[config.mk]
export PLATFORM = sky130hd
export DESIGN_NAME = weight_display_driver
export DESIGN_NICKNAME = d
export VERILOG_FILES = /design/src/rtl/weight_display_pkg.sv /design/src/rtl/weight_display_bin_to_bcd_seq.sv /design/src/rtl/weight_display_driver.sv
export SDC_FILE = /design/constraint.sdc
export NUM_CORES = 1
export LEC_CHECK = 0
export CAP_MARGIN = 10
export CORE_ASPECT_RATIO = 0.9
export CORE_MARGIN = 10
export CORE_UTILIZATION = 55
export CTS_CLUSTER_SIZE = 30
export DETAILED_ROUTE_END_ITERATION = 6
export GPL_ROUTABILITY_DRIVEN = 0
export PLACE_DENSITY_LB_ADDON = 0.25
export SYNTH_ARGS = -nofsm -noshare
export SYNTH_HDL_FRONTEND = slang
export SYNTH_SLANG_ARGS = --single-unit
[constraint.sdc]
create_clock -name clk -period 3.75 [get_ports clk]
set_clock_uncertainty 0.05 [all_clocks]
set_input_delay 0.5625 -clock clk [delete_from_list [all_inputs] [get_ports clk]]
set_output_delay 0.5625 -clock clk [all_outputs]
set_load 0.02 [all_outputs]
[src/rtl/weight_display_pkg.sv]
// Shared types and constants for the weight display driver: conversion FSM
// states, digit/magnitude widths and active-low seven-segment codes.
package weight_display_pkg;

   typedef enum logic [1:0] {
      IDLE,
      LOAD,
      SHIFT,
      FORMAT
   } conv_state_e;

   localparam int unsigned NUM_DIGITS = 8;
   localparam int unsigned MAG_WIDTH  = 24;
   localparam int unsigned BCD_WIDTH  = 4 * NUM_DIGITS;

   // Segment order {g,f,e,d,c,b,a}; a 0 lights the segment.
   localparam logic [6:0] SEG_0     = 7'h40;
   localparam logic [6:0] SEG_1     = 7'h79;
   localparam logic [6:0] SEG_2     = 7'h24;
   localparam logic [6:0] SEG_3     = 7'h30;
   localparam logic [6:0] SEG_4     = 7'h19;
   localparam logic [6:0] SEG_5     = 7'h12;
   localparam logic [6:0] SEG_6     = 7'h02;
   localparam logic [6:0] SEG_7     = 7'h78;
   localparam logic [6:0] SEG_8     = 7'h00;
   localparam logic [6:0] SEG_9     = 7'h10;
   localparam logic [6:0] SEG_MINUS = 7'h3F;
   localparam logic [6:0] SEG_BLANK = 7'h7F;

   function automatic logic [6:0] digit_to_seg(input logic [3:0] d);
      logic [6:0] s;
      case (d)
         4'd0:    s = SEG_0;
         4'd1:    s = SEG_1;
         4'd2:    s = SEG_2;
         4'd3:    s = SEG_3;
         4'd4:    s = SEG_4;
         4'd5:    s = SEG_5;
         4'd6:    s = SEG_6;
         4'd7:    s = SEG_7;
         4'd8:    s = SEG_8;
         4'd9:    s = SEG_9;
         default: s = SEG_BLANK;
      endcase
      return s;
   endfunction

endpackage

[src/rtl/weight_display_bin_to_bcd_seq.sv]
// Sequential shift-add-3 (double dabble) converter: one bit per cycle,
// MAG_WIDTH cycles after start. done is high during the final shift cycle.
module bin_to_bcd_seq
   import weight_display_pkg::*;
(
   input  logic                 clk,
   input  logic                 rst,
   input  logic                 start,
   input  logic [MAG_WIDTH-1:0] bin,
   output logic [BCD_WIDTH-1:0] bcd,
   output logic                 done
);

   logic [MAG_WIDTH-1:0] bin_q, bin_d;
   logic [BCD_WIDTH-1:0] bcd_q, bcd_d;
   logic [BCD_WIDTH-1:0] adj;
   logic [4:0]           cnt_q, cnt_d;
   logic                 run_q, run_d;

   always_comb begin
      adj = bcd_q;
      for (int unsigned i = 0; i < NUM_DIGITS; i++) begin
         if (bcd_q[4*i +: 4] >= 4'd5) begin
            adj[4*i +: 4] = bcd_q[4*i +: 4] + 4'd3;
         end
      end

      bin_d = bin_q;
      bcd_d = bcd_q;
      cnt_d = cnt_q;
      run_d = run_q;
      done  = 1'b0;

      if (start) begin
         bin_d = bin;
         bcd_d = '0;
         cnt_d = '0;
         run_d = 1'b1;
      end else if (run_q) begin
         bcd_d = {adj[BCD_WIDTH-2:0], bin_q[MAG_WIDTH-1]};
         bin_d = {bin_q[MAG_WIDTH-2:0], 1'b0};
         cnt_d = cnt_q + 5'd1;
         if (cnt_q == 5'(MAG_WIDTH - 1)) begin
            run_d = 1'b0;
            done  = 1'b1;
         end
      end
   end

   always_ff @(posedge clk) begin
      if (rst) begin
         bin_q <= '0;
         bcd_q <= '0;
         cnt_q <= '0;
         run_q <= 1'b0;
      end else begin
         bin_q <= bin_d;
         bcd_q <= bcd_d;
         cnt_q <= cnt_d;
         run_q <= run_d;
      end
   end

   assign bcd = bcd_q;

endmodule

[src/rtl/weight_display_driver.sv]
// Samples a signed 24-bit weight at a fixed rate, converts it to decimal and
// scans the formatted result across an 8-digit multiplexed 7-segment display.
module weight_display_driver
   import weight_display_pkg::*;
#(
   parameter int unsigned UPDATE_DIV  = 5_000_000,
   parameter int unsigned REFRESH_DIV = 50_000
) (
   input  logic        clk,
   input  logic        rst,
   input  logic [24:0] CALIBRATED_OUTPUT,
   input  logic [2:0]  DP_LOC,
   output logic [6:0]  SEG,
   output logic        DP,
   output logic [7:0]  AN,
   output logic        BUSY
);

   localparam int unsigned UW = (UPDATE_DIV > 1) ? $clog2(UPDATE_DIV) : 1;
   localparam int unsigned RW = (REFRESH_DIV > 1) ? $clog2(REFRESH_DIV) : 1;

   conv_state_e state_q, state_d;

   logic [UW-1:0] upd_cnt_q, upd_cnt_d;
   logic          tick;

   logic          sign_q, sign_d;
   logic [2:0]    dp_loc_q, dp_loc_d;
   logic          bcd_start;
   logic          bcd_done;
   logic [BCD_WIDTH-1:0] bcd;

   logic [6:0]            buf_seg_q [NUM_DIGITS];
   logic [6:0]            buf_seg_d [NUM_DIGITS];
   logic [NUM_DIGITS-1:0] buf_dp_q, buf_dp_d;

   logic [6:0]            fmt_seg [NUM_DIGITS];
   logic [NUM_DIGITS-1:0] fmt_dp;
   logic [2:0]            msd;
   logic [2:0]            top;
   logic                  ovf;

   logic [RW-1:0] ref_cnt_q, ref_cnt_d;
   logic [2:0]    idx_q, idx_d;
   logic [6:0]    seg_q, seg_d;
   logic          dp_q, dp_d;
   logic [7:0]    an_q, an_d;

   bin_to_bcd_seq u_bcd (
      .clk   (clk),
      .rst   (rst),
      .start (bcd_start),
      .bin   (CALIBRATED_OUTPUT[MAG_WIDTH-1:0]),
      .bcd   (bcd),
      .done  (bcd_done)
   );

   assign tick = (upd_cnt_q == UW'(UPDATE_DIV - 1));

   always_comb begin
      upd_cnt_d = tick ? '0 : upd_cnt_q + UW'(1);
   end

   // top is the highest digit that must be shown; a negative value needs
   // one more position for the sign, otherwise it is an overflow.
   always_comb begin
      msd = '0;
      for (int unsigned i = 0; i < NUM_DIGITS; i++) begin
         if (bcd[4*i +: 4] != 4'd0) msd = 3'(i);
      end
      top = (dp_loc_q > msd) ? dp_loc_q : msd;
      ovf = sign_q && ((bcd[BCD_WIDTH-1 -: 4] != 4'd0) || (top == 3'd7));

      fmt_dp = '0;
      for (int unsigned i = 0; i < NUM_DIGITS; i++) begin
         fmt_seg[i] = SEG_BLANK;
         if (ovf) begin
            fmt_seg[i] = SEG_MINUS;
         end else if (i <= 32'(top)) begin
            fmt_seg[i] = digit_to_seg(bcd[4*i +: 4]);
         end else if (sign_q && (i == 32'(top) + 1)) begin
            fmt_seg[i] = SEG_MINUS;
         end
         if (!ovf && (dp_loc_q != 3'd0) && (i == 32'(dp_loc_q))) begin
            fmt_dp[i] = 1'b1;
         end
      end
   end

   always_comb begin
      state_d   = state_q;
      sign_d    = sign_q;
      dp_loc_d  = dp_loc_q;
      buf_seg_d = buf_seg_q;
      buf_dp_d  = buf_dp_q;
      bcd_start = 1'b0;

      case (state_q)
         IDLE: begin
            if (tick) state_d = LOAD;
         end
         LOAD: begin
            bcd_start = 1'b1;
            sign_d    = CALIBRATED_OUTPUT[MAG_WIDTH];
            dp_loc_d  = DP_LOC;
            state_d   = SHIFT;
         end
         SHIFT: begin
            if (bcd_done) state_d = FORMAT;
         end
         FORMAT: begin
            buf_seg_d = fmt_seg;
            buf_dp_d  = fmt_dp;
            state_d   = IDLE;
         end
         default: state_d = IDLE;
      endcase
   end

   always_comb begin
      if (ref_cnt_q == RW'(REFRESH_DIV - 1)) begin
         ref_cnt_d = '0;
         idx_d     = idx_q + 3'd1;
      end else begin
         ref_cnt_d = ref_cnt_q + RW'(1);
         idx_d     = idx_q;
      end
      seg_d = buf_seg_q[idx_q];
      dp_d  = ~buf_dp_q[idx_q];
      an_d  = ~(8'd1 << idx_q);
   end

   always_ff @(posedge clk) begin
      if (rst) begin
         state_q   <= IDLE;
         upd_cnt_q <= '0;
         sign_q    <= 1'b0;
         dp_loc_q  <= '0;
         for (int unsigned i = 0; i < NUM_DIGITS; i++) buf_seg_q[i] <= SEG_BLANK;
         buf_dp_q  <= '0;
         ref_cnt_q <= '0;
         idx_q     <= '0;
         seg_q     <= SEG_BLANK;
         dp_q      <= 1'b1;
         an_q      <= 8'hFE;
      end else begin
         state_q   <= state_d;
         upd_cnt_q <= upd_cnt_d;
         sign_q    <= sign_d;
         dp_loc_q  <= dp_loc_d;
         buf_seg_q <= buf_seg_d;
         buf_dp_q  <= buf_dp_d;
         ref_cnt_q <= ref_cnt_d;
         idx_q     <= idx_d;
         seg_q     <= seg_d;
         dp_q      <= dp_d;
         an_q      <= an_d;
      end
   end

   assign SEG  = seg_q;
   assign DP   = dp_q;
   assign AN   = an_q;
   assign BUSY = (state_q != IDLE);

endmodule
==> flow_metrics.tcl, run 1 <==
set metrics [dict create \
    fin_crit_sh_pct 102 \
    cpPeakStageDelay_ps 380 \
    initialDrtViolationCount 711 \
    antenna_found_initial 0 \
    max_freq_mhz 261 \
    fin_cells 1654 \
    holdCritStartpoint "rst" \
    status "complete, but fails checks" \
    vias 9254 \
    grt_max_degree 55 \
    combPwrFrac_pct 35.7 \
    num_rows 50 \
    hold_ws_ps 367 \
    synth_top_cell_area_share_pct 42.4 \
    first_pass_iters 5 \
    ir_drop_v 0.000472 \
    wire_per_inst_um 16.1 \
    final_nets 1452 \
    worstSetupPathType "reg -> reg" \
    ant_nets 0 \
    setup_viol 38 \
    antenna_cells 0 \
    grt_pass1_wl_um 43000 \
    seqPwrFrac_pct 35.0 \
    synth.avg_cell_area_um2 9.37 \
    cap_violations 0 \
    numCtsBuffers 26 \
    synth.most_common_cell "dfxtp_1" \
    die_area_mm2 0.0273 \
    num_io_pins 47 \
    core-area_mm2 0.0208 \
    critPathLaunchType "flip-flop" \
    portBuffers 46 \
    slew_viol_final 0 \
    syn-instance-count 1240 \
    tns_ps -1300 \
    h-tree-depth 1 \
    die_h_um 158 \
    cpMaxStageDelayCell "or3b_4" \
    violations "negative setup slack" \
    clockRootBuffer "clkbuf_16" \
    ys_types 77 \
    die_w_um 173 \
    slew_headroom_pct 36.7 \
    reg2reg_depth 19 \
    p_switching_mw 2.86 \
    start_util_pct 55.9 \
    min_to "buf_dp_q[6]$_SDFFE_PP0N_" \
    yosysTopAreaCell "dfxtp_1" \
    grt_pass1_vias 8683 \
    numPlacedInstances 1597 \
    wl_um 26700 \
    dp_slack_ps -142 \
    worst_r2r_startpoint "u_bcd.bcd[16]$_SDFFE_PN0P_" \
    synth_edf_count 0 \
    yosysSeqAreaShare_pct 42.4 \
    area_growth_pct 20.1 \
    ys.flop_type "dfxtp_1" \
    clock-sinks 246 \
    power.internal_mw 5.42 \
    cts_buffer_depth 3 \
    r2r-end "buf_seg_q[15]$_SDFFE_PP1N_" \
    drive_gt1_share_pct 15.9 \
    grt_usage_pct 18.7 \
    path_common_cell "o211ai_4" \
    cts_tree "built" \
    cp_max_fo 6 \
    pwr-share-clk_pct 29.3 \
    synthArstFlopShare_pct 0 \
    hold_viol_final 0 \
    yosys_register_bits 246 \
    path_clk_slew_ps 60 \
    route.detailed.drc 0 \
    swShare_pct 34.5 \
    worstMarginPinSlew_ps 949 \
    cp-end-kind "flip-flop" \
    via_per_inst 5.59 \
    period_needed_ps 3830 \
    p_leak_nw 5.64 \
    worstHoldPathCells 2 \
    grt.overflow.total 0 \
    insertion_delay_ps 530 \
    required_ps 4120 \
    netlist_area_mm2 0.0116 \
    p_per_area_mw_per_mm2 594 \
    rrSetupSlack_ps -80 \
    yosys-top-cells-area "dfxtp_1, ha_1, nor2_1, mux2i_1, o22a_1" \
    hp-class "in -> reg" \
    setup_slack_ps -84.0 \
    grt_setup_unrepaired "yes" \
    hpwlAfterDp_um 18800 \
    cp.arrival_ps 4200 \
    path_cells "inv_2, ha_4, or3b_4, a211oi_4, nor2_2, ha_1, and3b_2, o21ai_4, o211ai_4, o211ai_4, inv_2, ha_4, o41ai_4, nand2_1, buf_6, nor2_4, buf_6, o211ai_4, o22a_1" \
    synth_warnings 0 \
    synth_nets 1343 \
    synth_commonest_cells "dfxtp_1, nor2_1, nand2_1" \
]
## final cells by class
| cell class | instances | area (µm²) |
|---|---|---|
| multi-input cells | 865 | 6380 |
| well taps | 286 | 358 |
| clock inverters | 9 | 66.3 |
| inverters | 73 | 274 |
| clock buffers | 38 | 746 |
| fillers | 1650 | 6820 |
| flip-flops and latches | 246 | 4930 |
| repair buffers | 137 | 1190 |
## repair_timing
| action | CTS | global route |
|---|---|---|
| setup endpoints to repair | 53 | 58 |
| pin swaps | 6 | 24 |
| setup buffers | 3 | 6 |
| resized for setup | 9 | 28 |
| endpoints found under the hold margin | 0 | 0 |
| hold buffers | 0 | 0 |
| cloned | 0 | 0 |
## worst max-delay path by stage
stage	startpoint	cells after the start	slack [ps]	to
after floorplan	u_bcd.bcd[21]$_SDFFE_PN0P_	18	-120	buf_seg_q[28]$_SDFFE_PP1N_
after global placement	u_bcd.bcd[21]$_SDFFE_PN0P_	17	-30	buf_seg_q[28]$_SDFFE_PP1N_
after detailed placement	u_bcd.bcd[21]$_SDFFE_PN0P_	17	-140	buf_dp_q[1]$_SDFFE_PP0N_
after CTS	u_bcd.bcd[21]$_SDFFE_PN0P_	19	10	buf_seg_q[25]$_SDFFE_PP1N_
after global routing	u_bcd.bcd[29]$_SDFFE_PN0P_	21	-230	buf_seg_q[15]$_SDFFE_PP1N_
final	u_bcd.bcd[16]$_SDFFE_PN0P_	19	-80	buf_seg_q[15]$_SDFFE_PP1N_
## logic make-up (layout without fill, tap and decap cells)
logic type / count (synthesis) / in the layout / synth area share [%]
compound gates: 278 / 278 / 17.4
xor+xnor: 51 / 51 / 3.84
fa+ha+maj: 73 / 73 / 7.86
buf+inv: 129 / 257 / 4.39
flops: 246 / 246 / 42.4
mux: 69 / 69 / 7.72
simple gates: 394 / 394 / 16.4
## metrics by stage
step	utilization, %	instance area (µm²)	total power [mW]
4_1_cts	66.3	13800	8.01
3_5_place_dp	62.1	12900	5.50
3_3_place_gp	62.1	12900	5.45
6_report	67.2	14000	8.29
2_1_floorplan	-	11700	4.64
5_1_grt	67.2	14000	8.69
## cells in the final DEF, fill, tap and decap left out, drive strengths merged, types with 7 or more instances in the layout
cell,instances
xnor2,25
nand3b,10
or2,7
o21ai,48
clkinv,8
nor2,157
o22a,49
and3,18
clkbuf,38
nand2b,17
xor2,26
nand4,15
a21o,16
o211ai,13
nand2,76
dfxtp,246
nor3,12
inv,73
buf,92
a22oi,9
nor2b,9
a211oi,22
ha,73
nor3b,11
mux4,16
a21oi,61
mux2i,48
and2,12
clkdlybuf4s50,45
nand3,33
o31ai,11
## routing by layer
layer  global-route usage [%]  vias up  part of all wire [%]
li1                         -     4596                     -
met1                     25.5     4370                    48
met2                     30.6      245                    45
met3                     2.91       43                   4.9
met4                     4.18        0                   1.9
met5                        0        -                     0
## worst max-delay path: cells and delay by family (launching register included)
kind,cells,cell delay (ps)
compound gates,7,1280
fa+ha+maj,3,630
simple gates,5,1020
buf+inv,4,410
flops,1,320
## power groups by stage
stage | sequential (mW) | clock [mW] | combinational [mW]
after floorplan | 2.88 | 0 | 1.76
after global placement | 2.95 | 0 | 2.50
after detailed placement | 2.96 | 0 | 2.55
after CTS | 2.90 | 2.45 | 2.66
after global routing | 2.92 | 2.57 | 3.20
final | 2.90 | 2.43 | 2.96
(Power assumes the default switching activity.)
==> run 2: changes to the inputs <==
--- a/config.mk
+++ b/config.mk
@@ -13,6 +13,7 @@
 export DETAILED_ROUTE_END_ITERATION = 6
 export GPL_ROUTABILITY_DRIVEN = 0
 export PLACE_DENSITY_LB_ADDON = 0.25
+export REMOVE_ABC_BUFFERS = 1
 export SYNTH_ARGS = -nofsm -noshare
 export SYNTH_HDL_FRONTEND = slang
 export SYNTH_SLANG_ARGS = --single-unit
==> run 2 against run 1 <==
The flow now finishes without violations. Fmax up 4.8%. Critical path depth did not move. Non-clock buffer count down 1. Setup slack gained 170 ps. Core utilization grew 0.054 points. First-iteration DRC count down 19%. Final area barely moved. Global-route usage grew 0.19 points. Critical path type unchanged. Critical endpoint is now buf_seg_q[30]$_SDFFE_PP1N_. Largest cell class unchanged.
==> flow_metrics.tcl, run 2 (synthesized netlist as in run 1, its figures left out) <==
set metrics [dict create \
    numPlacedInstances 1594 \
    r2r-end "buf_seg_q[30]$_SDFFE_PP1N_" \
    slew_viol_final 0 \
    grt_pass1_vias 8688 \
    dpl_cell_area_mm2 0.0128 \
    required_ps 4110 \
    area_growth_pct 20.2 \
    h-tree-depth 1 \
    pwr-share-clk_pct 31.3 \
    via_per_inst 5.58 \
    cp-end-kind "flip-flop" \
    portBuffers 46 \
    grt_usage_pct 18.9 \
    swShare_pct 33.6 \
    clock-sinks 246 \
    critPathLaunchType "flip-flop" \
    fin_crit_sh_pct 97.6 \
    min_to "buf_seg_q[45]$_SDFFE_PP1N_" \
    ant_nets 0 \
    drive_gt1_share_pct 15.5 \
    cp.arrival_ps 4020 \
    route.detailed.drc 0 \
    final_cell_mix "dfxtp_1, nor2_1, buf_4" \
    status "finished clean" \
    path_clk_slew_ps 60 \
    grt.overflow.total 0 \
    max_freq_mhz 273 \
    p_leak_nw 5.63 \
    num_rows 50 \
    first_pass_iters 5 \
    combPwrFrac_pct 34.6 \
    reg2reg_depth 19 \
    worstSetupPathType "reg -> reg" \
    clockRootBuffer "clkbuf_16" \
    power.internal_mw 5.66 \
    cts_hold_buf 0 \
    seqPwrFrac_pct 34.1 \
    slew_headroom_pct 33.4 \
    final_nets 1450 \
    period_needed_ps 3660 \
    hold_viol_final 0 \
    top_layer_used "met4" \
    setup_viol 0 \
    rrSetupSlack_ps 90 \
    met3_length_um 1100 \
    hpwlAfterDp_um 18600 \
    p_switching_mw 2.86 \
    grt_setup_unrepaired "yes" \
    num_io_pins 47 \
    vias 9211 \
    wire_per_inst_um 16.2 \
    core-area_mm2 0.0208 \
    cts_buffer_depth 3 \
    cp_max_fo 6 \
    antenna_found_initial 0 \
    die_h_um 158 \
    grt_pass1_wl_um 43600 \
    insertion_delay_ps 530 \
    initialDrtViolationCount 577 \
    route.met2.wl_um 12300 \
    die_area_mm2 0.0273 \
    hp-class "reg -> reg" \
    worstMarginPinSlew_ps 997 \
    cap_violations 0 \
    cts_tree "built" \
    antenna_cells 0 \
    numCtsBuffers 25 \
    ir_drop_v 0.000545 \
    start_util_pct 55.9 \
    final_common_cell "dfxtp_1" \
    die_w_um 173 \
    worstHoldPathCells 1 \
    worst_r2r_startpoint "u_bcd.bcd[28]$_SDFFE_PN0P_" \
    wl_um 26700 \
    p_per_area_mw_per_mm2 610 \
    wl_met1_um 12600 \
    grt_max_degree 49 \
    final_area_mm2 0.0140 \
    fin_cells 1651 \
]
run 2: critical path: stages, from the launching register on:
cell and delay, ps:
dfxtp_1 320, inv_2 80, ha_4 140, nor3b_4 220, buf_4 160, nand4_1 120, inv_1 120, ha_2 320
and3b_2 270, o211ai_1 260, o31a_4 220, o211ai_4 80, buf_4 150, buf_4 130, buf_4 130, buf_4 130
buf_4 130, buf_4 130, a21o_4 230, o22a_1 160
run 2: timing repair:
item                       in CTS  in global routing
setup buffers                   9                  2
pin swaps                      21                 12
gates resized for setup        22                 22
setup endpoints to repair      49                 59
run 2: area by class of cell:
class,instances,area (µm²)
Clock buffer,37,731
Clock inverter,8,153
Fill cell,1605,6810
Inverter,73,274
Multi-Input combinational cell,865,6360
Sequential cell,246,4930
Tap cell,286,358
Timing Repair Buffer,136,1150
run 2: power by group through the flow:
stage	combinational [mW]	clock (mW)	sequential [mW]
6_report	2.95	2.67	2.91
5_1_grt	3.16	2.81	2.93
4_1_cts	2.69	2.71	2.91
3_5_place_dp	2.47	0	2.97
3_3_place_gp	2.44	0	2.96
2_1_floorplan	1.54	0	2.96
run 2: worst max path at each step:
stage | startpoint | end | slack (ps) | depth (start not counted)
after floorplan | u_bcd.bcd[16]$_SDFFE_PN0P_ | buf_seg_q[28]$_SDFFE_PP1N_ | -400 | 17
after global placement | u_bcd.bcd[20]$_SDFFE_PN0P_ | buf_seg_q[11]$_SDFFE_PP1N_ | -170 | 17
after detailed placement | u_bcd.bcd[20]$_SDFFE_PN0P_ | buf_seg_q[12]$_SDFFE_PP1N_ | -260 | 17
after CTS | u_bcd.bcd[21]$_SDFFE_PN0P_ | buf_seg_q[30]$_SDFFE_PP1N_ | 10 | 17
after global routing | u_bcd.bcd[25]$_SDFFE_PN0P_ | buf_seg_q[17]$_SDFFE_PP1N_ | -30 | 18
final | u_bcd.bcd[28]$_SDFFE_PN0P_ | buf_seg_q[30]$_SDFFE_PP1N_ | 90 | 19
run 2: metal layers:
layer / up-vias / global-route usage [%]
met5: - / 0
met3: 47 / 2.91
li1: 4607 / -
met2: 189 / 31.2
met1: 4368 / 25.0
met4: 0 / 5.99
run 2: metrics by stage:
step | hold WS (ps) | util [%] | setup slack [ps] | power [mW] | setup TNS [ps]
floorplan | 363 | - | -404 | 4.51 | -14770
global placement | 369 | 61.6 | -171 | 5.40 | -4120
detailed placement | 373 | 61.6 | -263 | 5.44 | -7280
CTS | 387 | 66.6 | 12.4 | 8.31 | 0
global route | 394 | 67.2 | -28.6 | 8.90 | -34.0
finish | 383 | 67.2 | 90.3 | 8.52 | 0
